## src/rtl/ua_receive.sv

```systemverilog
// ua_receive: UART byte receiver with 2-flop input synchronizer and valid/ready output.
// Define UA_RECEIVE_FRAMING_CHECK_EN to discard low-stop-bit frames and pulse FramingError.
module ua_receive #(
    parameter int ClockFreq = 100_000_000,
    parameter int BaudRate  = 115_200
) (
    input  logic       Clock,
    input  logic       Reset,
    input  logic       SIn,
    output logic [7:0] DataOut,
    output logic       DataOutValid,
    input  logic       DataOutReady,
    output logic       FramingError
);
    localparam int SymbolEdgeTime = ClockFreq / BaudRate;
    localparam int SampleTime = SymbolEdgeTime / 2;
    localparam int CW = SymbolEdgeTime > 1 ? $clog2(SymbolEdgeTime) : 1;
    localparam logic [CW-1:0] EdgeLast = CW'(SymbolEdgeTime - 1);
    localparam logic [CW-1:0] SampleLast = CW'(SampleTime - 1);
    localparam logic [1:0] IDLE = 2'd0, START = 2'd1, DATA = 2'd2, STOP = 2'd3;

    logic [1:0] state;
    logic [CW-1:0] cnt;
    logic [2:0] bit_cnt;
    logic [7:0] shreg;
    logic sync1, sin_sync;
    logic edge_hit, stop_hit, stop_good, load;

    always_comb begin
        edge_hit = cnt == EdgeLast;
        stop_hit = state == STOP && edge_hit;
`ifdef UA_RECEIVE_FRAMING_CHECK_EN
        stop_good = sin_sync;
`else
        stop_good = 1'b1;
`endif
        load = stop_hit && stop_good && (!DataOutValid || DataOutReady);
    end

    always_ff @(posedge Clock) begin
        if (Reset) begin
            sync1 <= 1'b1;
            sin_sync <= 1'b1;
            state <= IDLE;
            cnt <= '0;
            bit_cnt <= '0;
            shreg <= '0;
            DataOut <= '0;
            DataOutValid <= 1'b0;
        end else begin
            sync1 <= SIn;
            sin_sync <= sync1;
            if (load) begin
                DataOut <= shreg;
                DataOutValid <= 1'b1;
            end else if (DataOutValid && DataOutReady) begin
                DataOutValid <= 1'b0;
            end
            case (state)
                IDLE: begin
                    cnt <= '0;
                    if (!sin_sync) state <= START;
                end
                START: begin
                    if (cnt == SampleLast) begin
                        cnt <= '0;
                        state <= sin_sync ? IDLE : DATA;
                    end else begin
                        cnt <= cnt + 1'b1;
                    end
                end
                DATA: begin
                    if (edge_hit) begin
                        cnt <= '0;
                        shreg <= {sin_sync, shreg[7:1]};
                        bit_cnt <= bit_cnt + 1'b1;
                        if (bit_cnt == 3'd7) state <= STOP;
                    end else begin
                        cnt <= cnt + 1'b1;
                    end
                end
                STOP: begin
                    if (edge_hit) begin
                        cnt <= '0;
                        state <= IDLE;
                    end else begin
                        cnt <= cnt + 1'b1;
                    end
                end
            endcase
        end
    end

`ifdef UA_RECEIVE_FRAMING_CHECK_EN
    always_ff @(posedge Clock) begin
        if (Reset) FramingError <= 1'b0;
        else FramingError <= stop_hit && !sin_sync;
    end
`else
    assign FramingError = 1'b0;
`endif
endmodule
```

## config.mk

```make
export PLATFORM = sky130hd
export DESIGN_NAME = ua_receive
export DESIGN_NICKNAME = d
export VERILOG_FILES = /design/src/rtl/ua_receive.sv
export SDC_FILE = /design/constraint.sdc
export NUM_CORES = 1
export LEC_CHECK = 0
export CAP_MARGIN = 20
export CORE_UTILIZATION = 63
export CTS_BUF_LIST = sky130_fd_sc_hd__clkbuf_2
export DETAILED_ROUTE_END_ITERATION = 16
export HOLD_SLACK_MARGIN = 0.1
export PLACE_DENSITY_LB_ADDON = 0.12
export SETUP_SLACK_MARGIN = 0.1
export SYNTH_ARGS = -nofsm -noshare
export SYNTH_HDL_FRONTEND = slang
export SYNTH_SLANG_ARGS = --single-unit
```

## constraint.sdc

```tcl
create_clock -name Clock -period 3.2 [get_ports Clock]
set_input_delay 0.64 -clock Clock [delete_from_list [all_inputs] [get_ports Clock]]
set_output_delay 0.64 -clock Clock [all_outputs]
set_load 0.02 [all_outputs]
```

Word level (Yosys, flattened, before mapping)
Cells that the tools add are included.
- bits in registers: 34
- input bits: 4
- output and inout bits: 10
- logic and storage cells: 43
- add/subtract/negate cells: 2
- equal/unequal tests: 11
- muxes and demuxes: 12
- reductions and logical operators: 10
- operators with widths (kind ; count):
    case mux 10 bit (3 select lines) ; 1
    2-to-1 mux 10 bit ; 2
    2-to-1 mux 2 bit ; 6
    adder 10 x 1 -> 10 bit (second input constant) ; 1
    == test 10 bit (second input constant) ; 1
    == test 10 x 9 -> 1 bit (second input constant) ; 1
    inequality test 2 bit (second input constant) ; 5
    case mux 2 bit (4 select lines) ; 1
    AND reduction 5 bit ; 1
    == test 2 bit (second input constant) ; 2
    adder 3 x 1 -> 3 bit (second input constant) ; 1
    == test 3 bit (second input constant) ; 1
    logical AND 1 bit ; 3
    == test 2 x 1 -> 1 bit (second input constant) ; 1
    zero test 2 bit ; 1
    2-to-1 mux 1 bit ; 2
    AND reduction 2 bit ; 1
    nonzero test 2 bit ; 1
    OR reduction 2 bit ; 1
    zero test 1 bit ; 1
    logical OR 1 bit ; 1

Longest topological paths before layout
Gate-level depths: netlist (run 1).
- depth after elaboration: 4
- mapped depth: 7
- depth with buffers taken out: 6

Least setup slack after synthesis (run 1)
Ideal clock, no wire load.
- kind: reg-to-reg
- start point: register cnt[0]
- end point: register DataOut[0]
- library setup time: 0.072 ns
- data arrival time: 1.443 ns
- data required time: 3.128 ns
- setup slack: 1.685 ns
- stages on the path, launching flop included: 7
- buffers on the path: 1
- period minus slack after synthesis: 1.515 ns
- cell sequence: dfxtp_1 ha_1 nor4bb_4 nand4_2 nor2b_2 buf_6 mux2i_1
- word-level cells in the longest chain between the ends: 3
- RTL lines (item ; RTL line ; RTL):
    start, declared ; 23 ; logic [CW-1:0] cnt;
    start signal, assigned ; 69 ; cnt <= cnt + 1'b1;
    start signal, assigned ; 79 ; cnt <= cnt + 1'b1;
    start signal, assigned ; 87 ; cnt <= cnt + 1'b1;
    == test 10 bit ; 30 ; edge_hit = cnt == EdgeLast;
    logical AND 1 bit ; 31 ; stop_hit = state == STOP && edge_hit;
    logical AND 1 bit ; 37 ; load = stop_hit && stop_good && (!DataOutValid || DataOutReady);
    end signal, assigned ; 54 ; DataOut <= shreg;
    end, declared ; 10 ; output logic [7:0] DataOut,
Every way passes these cells.
A chain may end at the register's enable or synchronous reset.

Final worst setup path (run 1)
- start point: register DataOut[6]
- end point: output port DataOut[6]
No word-level cell between the ends.

==> results of run 1 <==
power breakdown:
part,total [mW],internal [mW],switching (mW)
clock,0.198,0.0536,0.144
sequential,0.431,0.428,0.00344
combinational,0.0259,0.0114,0.0145
total,0.655,0.493,0.162
synth_stat cells, types with 2 or more instances:
cell type   n
or2b_1      9
xnor2_1     5
nand2b_1   10
nand2_1     3
mux2i_1    18
xor2_1      4
a21oi_1     2
inv_1       5
nand4_2     2
nor2_1     22
and2_2      2
ha_1        4
nand4_1     2
nand3_1     3
clkbuf_1    2
or2_2       2
nor3_1      4
buf_6       3
dfxtp_1    34
and3_1      2
buf_4       2
cell type report:
class	instances	area [µm²]	area share, %
clock buffers	6	30.0	1.77
clock inverters	2	8.76	0.517
inverters	5	18.8	1.11
multi-input cells	109	792	46.8
flip-flops and latches	34	681	40.2
well taps	28	35.0	2.07
repair buffers	13	128	7.54
kinds of logic after synthesis:
family	after synthesis
XOR/XNOR	9
multiplexers	18
buffers and inverters	12
AO/OA/AOI/OAI	8
AND/OR/NAND/NOR	69
other	1
adder cells (fa/ha/maj)	4
flip-flops	34
layer usage:
| layer | track usage, % | vias up | wire length, µm |
|---|---|---|---|
| li1 | - | 543 | - |
| met1 | 28.4 | 500 | 1190 |
| met2 | 39.2 | 13 | 1210 |
| met3 | 8.77 | 7 | 64 |
| met4 | 10.8 | 0 | 68 |
| met5 | 0 | - | 0 |
state kept, by name, indices dropped and copies added, names as in the netlist, named ones only:
register      flops
DataOutValid      1
DataOut           8
state             1
bit_cnt           3
sin_sync          1
cnt              10
shreg             8
sync1             1
final timing paths:
kind	startpoint	to
worst max-delay path	DataOut[6]	DataOut[6]
worst max register to register	cnt[0]	DataOut[3]
worst min register to register	sync1	sin_sync
worst min-delay path	sync1	sin_sync
stage by stage:
step / std cells / hold WS, ps
after detailed placement: 189 / 404
after global routing: 197 / 448
final: 197 / 441
after CTS: 197 / 439
after global placement: 189 / 395
after floorplan: 155 / 389
==> results by group, run 1 <==
Logic synthesis
  – Synth Area in Simple Gates: around 27%
  – Top post-synthesis cells by area: dfxtp_1, mux2i_1, nor2_1
  – Primary FF master, synth: dfxtp_1
  – Synth area leader: dfxtp_1
  – Syn. warnings: 0
  – Syn Std Cell Area: between 1500 and 2000 µm²
  – Post-Synth Adder-Cell Area: between 3 and 4%
  – Largest family of logic cells by synthesized area: simple AND/OR/NAND/NOR gates
  – Synthesized area per cell: approximately 10 µm²
  – EDFF count, synth: 0
  – Ys async rst share: 0%
  – Post-synthesis xor/xnor area fraction: between 5 and 6%
  – Seq cells post-synth: 34
  – Post-synthesis mux area share: a little under an eighth
  – Sequential-to-total area share from yosys stat: a little over two fifths
  – Yosys top cell area share: between 40 and 50%
  – Distinct cells, synth: 36
  – Synth Area in Compound Gates: 3.64%
  – Mapped Nets: 163
  – Syn Inst Count: ~160

Clock tree
  – H-tree levels: 2
  – # hold bufs at CTS: 0
  – Total CTS buffers: 5
  – CTS tree: yes
  – Root buf cell: clkbuf_2
  – CTS Sinks: 34
  – Clock latency on the worst-skew pair: 390 ps
  – Clock Pin Slew Worst Setup and Hold Paths: between 150 and 200 ps
  – Longest Clk Path Bufs: 2
  – Post-CTS Resized: 0
  – Post-CTS Setup Repair Bufs: 0

Floorplan
  – Num ports: 14
  – Die height: about 52 µm
  – Row cnt: 17
  – Full die area: between 2000 and 3000 µm²
  – CORE AREA: ~2300 µm²
  – Chip width: just over 50 µm
  – Initial Utilization: between 60 and 70%

Power and ir drop
  – Peak supply drop: ~0.00035 V
  – Leakage power total: 0.681 nW
  – Pwr per Cell Area: 387 nW/µm²
  – Design Power: approximately 650 µW

Setup path
  – Slowest-stage cell, CP: clkdlybuf4s50_1
  – Slack of the worst reg-to-reg path: between 1000 and 1500 ps
  – Element type at the critical path end: output port
  – Worst setup SP type: register
  – WP buf/inv: 1
  – Critical path arrival: approximately 1400 ps
  – Maximum net fanout on the critical path: 2
  – CP Depth: 1
  – WS Path Type: register to output port
  – Worst R2R Path Depth: 5
  – CP Cell Sequence: clkdlybuf4s50_1
  – CP required: ~2600 ps
  – Delay of the slowest critical-path stage: between 600 and 700 ps
  – CP delay by family, top: buffers and inverters

Detailed routing
  – Post-route DRC: 0
  – WL/cell: about 13 µm
  – DRT iter0 DRCs: 13
  – TritonRoute pass-1 iters: 4
  – Final WL: 2540 µm
  – Post-route ant nets: 0
  – Via count: approximately 1100
  – Vias per inst: between 5 and 6

Finish
  – Final nets: around 180
  – Post-Layout Inst Area: approximately 1700 µm²
  – Final core utilization: around three quarters
  – Synthesis-to-finish area growth: 9.38%
  – Commonest non-fill, non-tap cell in the layout: dfxtp_1
  – Leading cell types in the layout, fill and taps excluded: dfxtp_1, nor2_1, mux2i_1, clkdlybuf4s50_1, nand2b_1
  – Number of fill cells: around 170
  – Share of layout cells above drive strength 1: between 10% and 20%
  – ANT cells: 0

Global route
  – Pin count of the biggest net entering global routing: 33
  – Initial antenna violation count: 0
  – First-pass GRT wire length: 4500 µm
  – Global route overflow: 0
  – GR Util All Layers: between 20% and 30%
  – Vias in the first global route: 1021

STA
  – Final Cycle Share: between 60% and 70%
  – Min Tclk post-route: ~2000 ps
  – Final hold vios: 0
  – # setup viols final: 0
  – Fmax: roughly 0.5 GHz
  – Slew Limit Fails: 0
  – Worst-margin pin slew: about 500 ps
  – Setup TNS: 0 ps
  – Final WS setup: 1180 ps
  – Final clock skew: roughly 11 ps
  – RSZ-0062 raised after global routing: no
  – Slew HR: around two thirds

Flow run
  – Max cap viols: 0

Hold path
  – HP Class: register to register
  – Hold Path Stages: 1

Placed design
  – Placer Congestion: between 0.8 and 0.9
  – # port buffers: 12
  – Placed cell areas: between 1500 and 2000 µm²
  – Place WS: between 1000 and 1500 ps
  – Final HPWL DP: around 1800 µm

Status
  – Status: complete, no violations
No activity file was read; power rests on OpenSTA's default activity.
==> run 2: changes to the inputs <==
--- a/config.mk
+++ b/config.mk
@@ -6,7 +6,7 @@
 export NUM_CORES = 1
 export LEC_CHECK = 0
 export CAP_MARGIN = 20
-export CORE_UTILIZATION = 63
+export CORE_UTILIZATION = 53
 export CTS_BUF_LIST = sky130_fd_sc_hd__clkbuf_2
 export DETAILED_ROUTE_END_ITERATION = 16
 export HOLD_SLACK_MARGIN = 0.1
==> constraint.sdc (replaced) <==
create_clock -name Clock -period 1.8 [get_ports Clock]
set_input_delay 0.36 -clock Clock [delete_from_list [all_inputs] [get_ports Clock]]
set_output_delay 0.36 -clock Clock [all_outputs]
set_load 0.02 [all_outputs]
==> results by group, run 2 (same netlist as run 1, synthesis figures left out) <==
Floorplan
  – Row cnt: 19 (+2)
  – Num ports: 14 (unchanged)
  – Die height: 56.0 µm (+8.7%)
  – Chip width: 56.0 µm (+8.7%)
  – Initial Utilization: 56.1% (-13 points)
  – CORE AREA: 2760 µm² (+22%)
  – Full die area: 3140 µm² (+18%)

Setup path
  – Critical path arrival: 1920 ps (+540 ps)
  – Worst R2R Path Depth: 6 (+1)
  – Delay of the slowest critical-path stage: 380 ps (-230 ps)
  – WS Path Type: register to register
  – Maximum net fanout on the critical path: 8 (+6)
  – CP Cell Sequence: ha_2 > nor4bb_4 > nand4_2 > nor2b_2 > buf_12 > mux2i_1
  – Element type at the critical path end: register
  – Slack of the worst reg-to-reg path: 190 ps (-1060 ps)
  – CP required: 2110 ps (-450 ps)
  – R2R Path End: DataOut[6]
  – RR Startpoint: cnt[1]
  – Slowest-stage cell, CP: dfxtp_2
  – Worst setup SP type: register
  – CP delay by family, top: simple AND/OR/NAND/NOR gates
  – WP buf/inv: 1 (unchanged)

Detailed routing
  – DRT iter0 DRCs: 18 (+5)
  – TritonRoute pass-1 iters: 4 (unchanged)
  – Vias per inst: 5.21 (-3.5%)
  – WL/cell: 11.8 µm (-8.1%)
  – Post-route ant nets: 0 (unchanged)
  – Final WL: 2430 µm (-4.4%)
  – Via count: 1068 (+0.47%)
  – Post-route DRC: 0 (unchanged)

Placed design
  – # port buffers: 12 (unchanged)
  – Final HPWL DP: 1730 µm (-4.7%)
  – Placer Congestion: 0.762 (-5.2%)
  – DP Cell Count: 196 (+3.7%)

Finish
  – ANT cells: 0 (unchanged)
  – Final nets: 181 (+2.8%)
  – Number of flip-flops in the largest register: 10 (unchanged)
  – Final core utilization: 65.4% (-9.7 points)
  – Leading cell types in the layout, fill and taps excluded: dfxtp_1, nor2_1, mux2i_1, nand2b_1, or2b_1
  – Commonest non-fill, non-tap cell in the layout: dfxtp_1
  – Share of layout cells above drive strength 1: 16.1% (+5.4 points)
  – Fin cells: 205 (+4.1%)
  – Largest regs: cnt: 10 flops, DataOut: 8 flops, shreg: 8 flops
  – Synthesis-to-finish area growth: 16.6%
  – Largest Register: cnt

STA
  – Slew Limit Fails: 0 (unchanged)
  – Min Tclk post-route: around 1600 ps
  – Final clock skew: 19.4 ps (+8.78 ps)
  – RSZ-0062 raised after global routing: yes
  – Fmax: around 0.62 GHz
  – Final Cycle Share: 89.5%
  – Final hold vios: 0 (unchanged)
  – # setup viols final: 0 (unchanged)

Global route
  – First-pass GRT wire length: 4130 µm (-8.3%)
  – Pin count of the biggest net entering global routing: 33 (unchanged)
  – Global route overflow: 0 (unchanged)
  – Initial antenna violation count: 0 (unchanged)
  – Vias in the first global route: 988 (-3.2%)
  – GR Util All Layers: 16.9% (-7.2 points)

Hold path
  – Hold Path End: sin_sync
  – Beginning of the worst hold path: sync1
  – Hold Path Stages: 1 (unchanged)
  – HP Class: register to register

Clock tree
  – CTS Sinks: 34 (unchanged)
  – # hold bufs at CTS: 0 (unchanged)
  – H-tree levels: 2 (unchanged)
  – Clock Pin Slew Worst Setup and Hold Paths: 170 ps (about the same)
  – Total CTS buffers: 5 (unchanged)
  – Root buf cell: clkbuf_2
  – Clock latency on the worst-skew pair: 360 ps (-30 ps)
  – CTS tree: yes
  – Longest Clk Path Bufs: 2 (unchanged)

Power and ir drop
  – Peak supply drop: 0.000689 V (+96%)
  – Leakage power total: 0.785 nW (+15%)
  – Pwr per Cell Area: 795 nW/µm² (+110%)

Flow run
  – Max cap viols: 0 (unchanged)

Status
  – Status: complete, no violations
## run 2: cell count changes in the layout (fill, tap and decap cells not counted), sizes merged
cell,change
buf,+5
bufinv,+2
clkbuf,-1
clkdlybuf4s50,-9
clkinv,-1
dlygate4sd2,+8
dlymetal6s2s,+1
## run 2: worst max-delay path by stage
stage                   endpoint  slack (ps)  depth (start not counted)    startpoint
finish                DataOut[6]         190                          6        cnt[1]
detailed placement        cnt[2]          -6                          5        cnt[0]
global placement          cnt[6]         110                          5        cnt[0]
floorplan             DataOut[0]         290                          6        cnt[0]
global route          DataOut[0]          90                          6        cnt[1]
CTS                 DataOutValid         110                          1  DataOutValid
## run 2: worst reg2reg max path, delay by kind of cell (launching register included)
kind / cells / cell delay, ps
buf+inv: 1 / 150
fa+ha+maj: 1 / 200
flops: 1 / 380
mux: 1 / 170
simple gates: 3 / 660
## run 2: cell type report
type                    count  area [µm²]
clock buffers               5        25.0
clock inverters             3        63.8
fillers                   231         953
inverters                   5        18.8
multi-input cells         109         802
flip-flops and latches     34         686
well taps                  31        38.8
repair buffers             18         170
## run 2: through the flow
stage	hold WS [ps]	instance area [µm²]	setup TNS [ps]	total power [mW]	worst slack, ps
2_1_floorplan	389	1550	0	0.818	285
3_3_place_gp	394	1700	0	0.826	112
3_5_place_dp	408	1700	-5.67	0.829	-5.67
4_1_cts	441	1780	0	1.45	113
5_1_grt	453	1800	0	1.48	85.3
6_report	435	1800	0	1.43	190
## run 2: per-layer routing
| layer | GRT usage, % | vias to the layer above | part of all wire (%) |
|---|---|---|---|
| met2 | 25.9 | 19 | 43 |
| met5 | 0 | - | 0 |
| met3 | 5.12 | 8 | 4.1 |
| met4 | 8.36 | 0 | 2.0 |
| met1 | 21.7 | 490 | 51 |
| li1 | - | 551 | - |
## run 2: timing repair
item,4_1_cts,5_1_grt
gates resized for setup,10,5
hold endpoints to repair,0,0
pin swaps,0,1
buffers inserted,0,1
endpoints found under the setup margin,21,27
## run 2: report_power, final
group	switching (mW)	leakage [nW]	internal, mW
Clock	0.248	0.0506	0.371
Combinational	0.0278	0.459	0.0225
Sequential	0.00504	0.276	0.760
==> run 3: changes to the inputs <==
--- a/config.mk
+++ b/config.mk
@@ -6,6 +6,7 @@
 export NUM_CORES = 1
 export LEC_CHECK = 0
 export CAP_MARGIN = 20
+export CORE_ASPECT_RATIO = 2
 export CORE_UTILIZATION = 53
 export CTS_BUF_LIST = sky130_fd_sc_hd__clkbuf_2
 export DETAILED_ROUTE_END_ITERATION = 16
==> results by group, run 3 (same netlist as run 1, synthesis figures left out) <==
Global route
  – Global routing's busiest layer: met2
  – First-pass GRT wire length: 4490 µm (+8.7%)
  – Pin count of the biggest net entering global routing: 33 (unchanged)
  – Met3 Track Usage GR: 7.91% (+2.8 points)
  – Initial antenna violation count: 0 (unchanged)
  – Global route overflow: 0 (unchanged)
  – GR Layer Usage met2: 36.6% (+11 points)
  – GR Util All Layers: 21.0% (+4.1 points)
  – Vias in the first global route: 1102 (+12%)
  – Met1 Resource Use GR: 19.1% (-2.7 points)

Finish
  – Largest Register: cnt
  – Share of layout cells above drive strength 1: 17.7% (+1.6 points)
  – Commonest non-fill, non-tap cell in the layout: dfxtp_1
  – ANT cells: 0 (unchanged)
  – Number of flip-flops in the largest register: 10 (unchanged)
  – Multi-input combinational cell area: 825 µm² (+2.8%)
  – Storage cell area: 686 µm² (unchanged)
  – Number of fill cells: 233 (+0.87%)
  – Fin cells: 204 (-0.49%)
  – Synthesis-to-finish area growth: 16.8%
  – Final nets: 182 (+0.55%)
  – Largest regs: cnt: 10 flops, DataOut: 8 flops, shreg: 8 flops
  – Leading cell types in the layout, fill and taps excluded: dfxtp_1, nor2_1, mux2i_1, nand2b_1

Setup path
  – Element type at the critical path end: register
  – WS Path Type: register to register
  – Critical path arrival: 1910 ps (about the same)
  – R2R Path End: bit_cnt[2]
  – Worst setup SP type: register
  – CP required: 2090 ps (-20 ps)
  – Maximum net fanout on the critical path: 6 (-2)
  – RR Startpoint: cnt[0]
  – Worst R2R Path Depth: 7 (+1)
  – Slack of the worst reg-to-reg path: 180 ps (about the same)

Detailed routing
  – Final WL: 2890 µm (+19%)
  – WL/cell: 14.2 µm (+19%)
  – Post-route DRC: 0 (unchanged)
  – Vias per inst: 5.42 (+4.0%)
  – Via count: 1105 (+3.5%)
  – Post-route ant nets: 0 (unchanged)
  – TritonRoute pass-1 iters: 4 (unchanged)
  – DRT iter0 DRCs: 18 (unchanged)

Clock tree
  – CTS Sinks: 34 (unchanged)
  – CTS tree: yes
  – Clock latency on the worst-skew pair: 390 ps (+30 ps)
  – Root buf cell: clkbuf_2
  – Total CTS buffers: 5 (unchanged)
  – H-tree levels: 2 (unchanged)
  – # hold bufs at CTS: 0 (unchanged)
  – Longest Clk Path Bufs: 2 (unchanged)
  – Clock Pin Slew Worst Setup and Hold Paths: 170 ps (about the same)

Floorplan
  – Row cnt: 27 (+8)
  – Chip width: 40.2 µm (-28%)
  – Die height: 78.4 µm (+40%)
  – Initial Utilization: 55.9% (-0.25 points)
  – Num ports: 14 (unchanged)
  – Full die area: 3150 µm² (+0.41%)
  – CORE AREA: 2770 µm² (+0.45%)

Placed design
  – DP Cell Count: 194 (-1.0%)
  – Final HPWL DP: 2030 µm (+18%)
  – # port buffers: 12 (unchanged)
  – Placer Congestion: 0.661 (-13%)

STA
  – Final hold vios: 0 (unchanged)
  – Setup TNS: 0 ps (unchanged)
  – Final Cycle Share: 90.2% (+0.72 points)
  – Fmax: 0.616 GHz (-0.80%)
  – RSZ-0062 raised after global routing: yes
  – # setup viols final: 0 (unchanged)
  – Slew Limit Fails: 0 (unchanged)
  – Final clock skew: 21.2 ps (+1.78 ps)
  – Min Tclk post-route: 1620 ps (+12.9 ps)

Hold path
  – HP Class: register to register
  – Beginning of the worst hold path: sync1
  – Hold Path End: sin_sync
  – Hold Path Stages: 1 (unchanged)

Power and ir drop
  – Leakage power total: 0.773 nW (-1.6%)
  – Design Power: 1.17 mW (-18%)
  – Pwr per Cell Area: 650 nW/µm² (-18%)
  – Peak supply drop: 0.000558 V (-19%)

Status
  – Status: complete, no violations

Flow run
  – Max cap viols: 0 (unchanged)
run 3: layout make-up:
type	count	share of cell area, %
Clock inverter	2	0.761
Inverter	5	1.04
Tap cell	29	2.01
Multi-Input combinational cell	109	45.6
Sequential cell	34	37.9
Timing Repair Buffer	19	11.0
Clock buffer	6	1.66
run 3: worst max-delay path: stages (launching register included):
cell and delay [ps]:
dfxtp_4 420, ha_4 140, nor4bb_4 260, buf_4 190
nand4_4 130, buf_8 180, mux2i_2 170, nor2_1 60
run 3: per-stage QoR:
step           setup slack [ps]  utilization (%)  hold WS [ps]  cell area (µm²)
3_3_place_gp                105             61.3           396             1700
3_5_place_dp               22.8             61.3           398             1700
4_1_cts                     114             62.8           441             1740
2_1_floorplan               285                -           389             1550
5_1_grt                    65.7             65.3           450             1810
6_report                    177             65.3           437             1810
run 3: report_power, final:
group          internal [mW]  switching, mW
Clock                  0.102          0.258
Combinational         0.0208         0.0265
Sequential             0.760        0.00738
run 3: worst max path at each step:
| stage | slack [ps] | to | start | cells past startpoint |
|---|---|---|---|---|
| 3_3_place_gp | 100 | cnt[3] | cnt[0] | 5 |
| 5_1_grt | 70 | bit_cnt[2] | cnt[1] | 7 |
| 4_1_cts | 110 | shreg[1] | cnt[0] | 7 |
| 2_1_floorplan | 290 | DataOut[0] | cnt[0] | 6 |
| 6_report | 180 | bit_cnt[2] | cnt[0] | 7 |
| 3_5_place_dp | 20 | cnt[4] | cnt[0] | 5 |
run 3: routing by layer:
metal,share of wire (%),vias up
li1,-,555
met1,36,531
met2,58,10
met3,2.3,9
met4,3.0,0
met5,0,-
run 3: repair_timing:
item,CTS,global route
cloned,0,1
gates resized for setup,10,10
setup buffers,1,0
pin swaps,0,0
endpoints found under the setup margin,20,29
